`src/rtl/ccff_pkg.sv`:
```
// Shared programming definitions for the configuration-chain loader.
// Holds the FSM state encoding and the default word and chain sizes.
package ccff_pkg;

    typedef enum logic [1:0] {
        ST_IDLE  = 2'd0,
        ST_LOAD  = 2'd1,
        ST_SHIFT = 2'd2,
        ST_DONE  = 2'd3
    } ccff_state_e;

    localparam int CCFF_WORD_W_DEF    = 32;
    localparam int CCFF_CHAIN_LEN_DEF = 4096;

endpackage

```
`src/rtl/ccff_frame_loader_rb_capture.sv`:
```
// Readback deserializer: packs ccff_tail samples into words, index 0 = first sample.
// Only instantiated when CCFF_READBACK_EN is defined.
module ccff_rb_capture
    import ccff_pkg::*;
#(
    parameter int WORD_W = CCFF_WORD_W_DEF
) (
    input  logic              prog_clk,
    input  logic              pReset,
    input  logic              sample_en,
    input  logic              last_sample,
    input  logic              ccff_tail,
    output logic              rb_valid,
    output logic [0:WORD_W-1] rb_data
);
    localparam int WB_W = $clog2(WORD_W + 1);

    logic [0:WORD_W-1] cap_q, cap_d, cap_n;
    logic [WB_W-1:0]   cnt_q, cnt_d;
    logic              rb_valid_q, rb_valid_d;
    logic [0:WORD_W-1] rb_data_q, rb_data_d;

    always_comb begin
        cap_d      = cap_q;
        cnt_d      = cnt_q;
        rb_valid_d = 1'b0;
        rb_data_d  = rb_data_q;
        cap_n      = cap_q;
        if (sample_en) begin
            for (int i = 0; i < WORD_W; i++) begin
                if (int'(cnt_q) == i) begin
                    cap_n[i] = ccff_tail;
                end
            end
            // A flushed partial word is zero-padded because cap is cleared on every emit.
            if ((cnt_q == WB_W'(WORD_W - 1)) || last_sample) begin
                rb_valid_d = 1'b1;
                rb_data_d  = cap_n;
                cap_d      = '0;
                cnt_d      = '0;
            end else begin
                cap_d = cap_n;
                cnt_d = cnt_q + WB_W'(1);
            end
        end
    end

    always_ff @(posedge prog_clk) begin
        if (pReset) begin
            cap_q      <= '0;
            cnt_q      <= '0;
            rb_valid_q <= 1'b0;
            rb_data_q  <= '0;
        end else begin
            cap_q      <= cap_d;
            cnt_q      <= cnt_d;
            rb_valid_q <= rb_valid_d;
            rb_data_q  <= rb_data_d;
        end
    end

    assign rb_valid = rb_valid_q;
    assign rb_data  = rb_data_q;

endmodule

```
`src/rtl/ccff_frame_loader.sv`:
```
// Serializes configuration words onto the fabric configuration chain (ccff_head/ccff_en).
// Readback capture of ccff_tail is built only when CCFF_READBACK_EN is defined.
//
// state    | meaning
// ST_IDLE  | after reset, waiting for start
// ST_LOAD  | word_ready high, waiting for the next word
// ST_SHIFT | a chain bit is on ccff_head with ccff_en high this cycle
// ST_DONE  | CHAIN_LEN bits shifted; start reloads
module ccff_frame_loader
    import ccff_pkg::*;
#(
    parameter int WORD_W    = CCFF_WORD_W_DEF,
    parameter int CHAIN_LEN = CCFF_CHAIN_LEN_DEF
) (
    input  logic              prog_clk,
    input  logic              pReset,
    input  logic              start,
    input  logic              word_valid,
    input  logic [0:WORD_W-1] word_data,
    output logic              word_ready,
    output logic              ccff_head,
    output logic              ccff_en,
    input  logic              ccff_tail,
    output logic              busy,
    output logic              done,
    output logic              rb_valid,
    output logic [0:WORD_W-1] rb_data
);
    localparam int CNT_W = $clog2(CHAIN_LEN + 1);
    localparam int WB_W  = $clog2(WORD_W + 1);
    localparam logic [CNT_W-1:0] CHAIN_LEN_C = CNT_W'(CHAIN_LEN);

    ccff_state_e       state_q, state_d;
    logic [WORD_W-1:0] sreg_q, sreg_d;
    logic [WB_W-1:0]   wbits_q, wbits_d;
    logic [CNT_W-1:0]  rem_q, rem_d;
    logic              head_q, head_d;
    logic              en_q, en_d;
    logic [WORD_W-1:0] word_vec;
    logic              accept;
    logic              last_bit;

    always_comb begin
        word_vec = '0;
        for (int i = 0; i < WORD_W; i++) begin
            word_vec[i] = word_data[i];
        end
    end

    // rem_q and wbits_q count bits not yet placed on ccff_head, so the bit
    // currently shown is already excluded; a handshake drives bit 0 at once.
    always_comb begin
        state_d    = state_q;
        sreg_d     = sreg_q;
        wbits_d    = wbits_q;
        rem_d      = rem_q;
        head_d     = head_q;
        en_d       = 1'b0;
        word_ready = 1'b0;
        accept     = 1'b0;
        last_bit   = 1'b0;

        unique case (state_q)
            ST_IDLE, ST_DONE: begin
                if (start) begin
                    state_d = ST_LOAD;
                    rem_d   = CHAIN_LEN_C;
                end
            end
            ST_LOAD: begin
                word_ready = 1'b1;
                accept     = word_valid;
            end
            ST_SHIFT: begin
                if (wbits_q != '0) begin
                    head_d  = sreg_q[0];
                    sreg_d  = sreg_q >> 1;
                    en_d    = 1'b1;
                    wbits_d = wbits_q - WB_W'(1);
                    rem_d   = rem_q - CNT_W'(1);
                end else if (rem_q == '0) begin
                    state_d  = ST_DONE;
                    last_bit = 1'b1;
                end else begin
                    word_ready = 1'b1;
                    accept     = word_valid;
                    if (!word_valid) begin
                        state_d = ST_LOAD;
                    end
                end
            end
            default: state_d = ST_IDLE;
        endcase

        if (accept) begin
            state_d = ST_SHIFT;
            head_d  = word_vec[0];
            sreg_d  = word_vec >> 1;
            en_d    = 1'b1;
            rem_d   = rem_q - CNT_W'(1);
            // Final partial word: only the remaining low-index bits are ever driven.
            if (int'(rem_q) >= WORD_W) begin
                wbits_d = WB_W'(WORD_W - 1);
            end else begin
                wbits_d = WB_W'(rem_q - CNT_W'(1));
            end
        end
    end

    always_ff @(posedge prog_clk) begin
        if (pReset) begin
            state_q <= ST_IDLE;
            sreg_q  <= '0;
            wbits_q <= '0;
            rem_q   <= CHAIN_LEN_C;
            head_q  <= 1'b0;
            en_q    <= 1'b0;
        end else begin
            state_q <= state_d;
            sreg_q  <= sreg_d;
            wbits_q <= wbits_d;
            rem_q   <= rem_d;
            head_q  <= head_d;
            en_q    <= en_d;
        end
    end

    assign ccff_head = head_q;
    assign ccff_en   = en_q;
    assign busy      = (state_q == ST_LOAD) || (state_q == ST_SHIFT);
    assign done      = (state_q == ST_DONE);

`ifdef CCFF_READBACK_EN
    ccff_rb_capture #(
        .WORD_W(WORD_W)
    ) u_rb_capture (
        .prog_clk    (prog_clk),
        .pReset      (pReset),
        .sample_en   (en_q),
        .last_sample (last_bit),
        .ccff_tail   (ccff_tail),
        .rb_valid    (rb_valid),
        .rb_data     (rb_data)
    );
`else
    logic unused_rb;
    assign unused_rb = ccff_tail ^ last_bit;
    assign rb_valid  = 1'b0;
    assign rb_data   = '0;
`endif

endmodule

```
`config.mk`:
```
export PLATFORM = sky130hd
export DESIGN_NAME = ccff_frame_loader
export DESIGN_NICKNAME = d
export VERILOG_FILES = /design/src/rtl/ccff_pkg.sv /design/src/rtl/ccff_frame_loader_rb_capture.sv /design/src/rtl/ccff_frame_loader.sv
export SDC_FILE = /design/constraint.sdc
export NUM_CORES = 1
export LEC_CHECK = 0
export CAP_MARGIN = 10
export CORE_MARGIN = 2
export CORE_UTILIZATION = 35
export CTS_BUF_LIST = sky130_fd_sc_hd__clkbuf_8
export CTS_CLUSTER_SIZE = 12
export DETAILED_ROUTE_END_ITERATION = 8
export DONT_BUFFER_PORTS = 1
export PLACE_DENSITY = 0.58
export REMOVE_ABC_BUFFERS = 1
export SLEW_MARGIN = 20
export SYNTH_ARGS = -nofsm -noshare
export SYNTH_HDL_FRONTEND = slang
export SYNTH_SLANG_ARGS = --single-unit
```
`constraint.sdc`:
```
create_clock -name prog_clk -period 2.2 [get_ports prog_clk]
set_input_delay 0.44 -clock prog_clk [delete_from_list [all_inputs] [get_ports prog_clk]]
set_output_delay 0.44 -clock prog_clk [all_outputs]
set_load 0.01 [all_outputs]
```
==> summary.md <==
| Metric | Value |
|---|---|
| CP startpoint kind | register |
| R2R depth | 10 |
| Synth Flop Type | dfxtp_1 |
| Final Hold Viols | 0 |
| Flops & latches, synth | between 50 and 60 |
| Drt pass-1 iters | 4 |
| Critical path class | register to register |
| Synth Area in Compound Gates | a little under a fifth |
| Drt initial violations | 69 |
| Simple-gate portion of the synthesized area | 23.0% |
| Starting Density | 35.6% |
| Final-stage net count | 411 |
| Hold path start | pReset |
| Synth top area share | 37.3% |
| RSZ-0062 raised after global routing | yes |
| Clock buffer count from CTS | 5 |
| Vias per cell | 4.96 |
| Placed cells | 464 |
| Die area | about 9000 um^2 |
| GRT Total Usage | 13.2% |
| Setup violations, final | 0 |
| Outcome | completed |
| LEAKAGE | 1.15 nW |
| Synth unique cells | between 40 and 50 |
| R2r setup slk | 80 ps |
| Syn. warnings | 0 |
| HP Class | input pin to register |
| Main combinational cell family by area after synthesis | simple AND/OR/NAND/NOR gates |
| Grt total ovfl | 0 |
| Post-DRT Antenna Nets | 0 |
| Hold EP | wbits_q[5]$_SDFFE_PP0P_ |
| Synth Area in XOR/XNOR | under 10% |
| Final Cycle Share | 96.3% |
| Worst Path Required | 2400 ps |
| Reg2reg end | rem_q[10]$_SDFFE_PP0P_ |
| Synth Area in Adders | 2.59% |
| WL final | ~6000 um |
| Initial antenna violation count | 0 |
| CP endpoint kind | register |
| # port buffers | 0 |
| Most common cell after layout, fill and taps aside | nand2_1 |
| Clk_skew | 7.58 ps |
| Multiplexer share of the synthesized area | 0% |
| Setup crit start | wbits_q[1]$_SDFFE_PP0P_ |
| Commonest non-fill, non-tap cells in the layout | nand2_1 (71), dfxtp_1 (52), nor2_1 (50) |
| Vias | 2349 |
| Top post-synthesis cells by area | dfxtp_1 (37%), a311oi_1 (10%), nand2_1 (9.2%) |
| Number of global-route vias before repair | between 2000 and 2500 |
| CTS Hold Bufs | 0 |
| Die Y | approximately 95 um |
| Final Slew Violations | 0 |
| Routability cong. | 0.770 |
| Power per cell area | 1110 nW/um^2 |
| H-Tree Level Count | 2 |
| Post-Syn Area | 2900 um^2 |
| Bufs on Longest Clock Path | 2 |
| Yosys top cell by area | dfxtp_1 |
| Layout area overhead | 10.2% |
| Tmin final | 2120 ps |
| Residual DRC | 0 |
| WP data arrival | 2320 ps |
| Worst Hold Depth | 1 |
| Clk_lat worst skew | 300 ps |
| Die width | 95.0 um |
| CTS tree | yes |
| Dpl cell area | 2980 um^2 |
| Sequential share of the synthesized area | between 30% and 40% |
| Avg Synthesized Cell Area | 7.96 um^2 |
| Root Driver | clkbuf_8 |
| DP HPWL | between 3000 and 4000 um |
| FF-to-FF Start | wbits_q[1]$_SDFFE_PP0P_ |
| Max Fanout on Critical Path | 12 |
| Clock slew at reported path FFs | approximately 100 ps |
| DR WL/cell | 12.4 um |
| First-pass GRT wire length | 9620 um |
| Ports | 75 |
| Ant. Diodes | 0 |
| Number of max-cap violations | 0 |
| Share of layout cells above drive strength 1 | 15.2% |
| Post-Synthesis Cells | 364 |
| Maximum clock rate | 472 MHz |
| EDFF count, synth | 0 |
| Design area | 3190 um^2 |
| Sink Count | 54 |
| Core Rows | 33 |
| TNS Setup | 0 ps |
| Core ar. | 8130 um^2 |
| Largest net degree at the start of global routing | 64 |
| Share of flip-flops with an asynchronous set or reset | 0% |
| Cell Count, Final, Fillers Out | 474 |
| Peak VDD IR | 431 uV |
-- worst max path at each step --
stage / cells after the start / end / slack [ps]
final: 10 / rem_q[10]$_SDFFE_PP0P_ / 80
after global routing: 10 / rem_q[10]$_SDFFE_PP0P_ / -30
after CTS: 10 / rem_q[8]$_SDFFE_PP0P_ / 3
after detailed placement: 10 / rem_q[8]$_SDFFE_PP0P_ / 50
after global placement: 9 / rem_q[10]$_SDFFE_PP0P_ / 60
after floorplan: 7 / ccff_head$_SDFFE_PP0P_ / -780
-- logic make-up (layout without fill, tap and decap cells) --
kind of cell	after synthesis	in the layout
AOI/OAI and AO/OA	68	68
xor gates and xnor gates	18	18
adders and majority gates	6	6
buffers and inverters	65	38
DFF	54	54
other	1	33
and+or+nand+nor	152	152
-- registers in the layout, indices dropped and copies added (netlist names) --
register	flops
ccff_en	1
state_q	2
wbits_q	6
rem_q	13
sreg_q	31
ccff_head	1
-- layer usage --
layer  wire length, um  track usage [%]  part of all wire, %  vias to the layer above
met5                 0                0                    0                        -
met2              2710             22.5                   46                       61
met3               293             3.03                  5.0                        4
met1              2830             16.6                   48                     1086
met4                42             3.86                 0.71                        0
li1                  -                -                    -                     1198
-- repair_timing --
item	in CTS	in global routing
pin swaps	1	2
endpoints found under the setup margin	1	7
gates resized for setup	6	18
setup buffers	0	2
-- Yosys cell counts (2+ instances only) --
| master | number |
|---|---|
| or3_4 | 2 |
| dfxtp_1 | 54 |
| buf_4 | 33 |
| ha_1 | 6 |
| a31oi_1 | 4 |
| nor2b_1 | 3 |
| nand2_1 | 71 |
| xor2_1 | 3 |
| a31o_2 | 2 |
| buf_2 | 5 |
| clkbuf_1 | 19 |
| nand3_1 | 5 |
| inv_1 | 8 |
| a211oi_1 | 7 |
| nor4_1 | 3 |
| nor2_1 | 51 |
| xnor2_1 | 15 |
| nor3_1 | 4 |
| a21oi_1 | 11 |
| a2111oi_0 | 2 |
| a311oi_1 | 34 |
| nand2b_1 | 3 |
-- through the flow --
| stage | total power, mW | util, % | setup WS (ps) | hold slack (ps) |
|---|---|---|---|---|
| 2_1_floorplan | 2.36 | - | -781 | 442 |
| 3_3_place_gp | 2.71 | 36.6 | 61.6 | 449 |
| 3_5_place_dp | 2.73 | 36.6 | 49.6 | 459 |
| 4_1_cts | 3.38 | 38.2 | 2.54 | 183 |
| 5_1_grt | 3.82 | 39.3 | -31.3 | 168 |
| 6_report | 3.54 | 39.3 | 80.6 | 192 |
-- worst max-delay path, cell delays in order, from the launching register on --
cell and delay [ps]:
dfxtp_1 380, inv_1 80, ha_1 180, nor2b_1 140
buf_4 140, a21boi_2 170, o21ai_1 100, buf_4 190
a211oi_1 290, a211oi_1 120, a31o_2 220
-- power breakdown --
group	switching [mW]	internal, mW
clock	0.322	0.254
sequential	0.209	1.17
combinational	0.799	0.781
total	1.33	2.21
-- cell type report --
cell class | instances | area (um^2)
clock buffer | 6 | 82.6
clock inverter | 2 | 12.5
fill | 844 | 4940
inverter | 8 | 30.0
multi-input combinational | 277 | 1670
sequential | 54 | 1080
tap | 105 | 131
timing repair buffer | 22 | 181
Power figures use the tool's default switching activity.
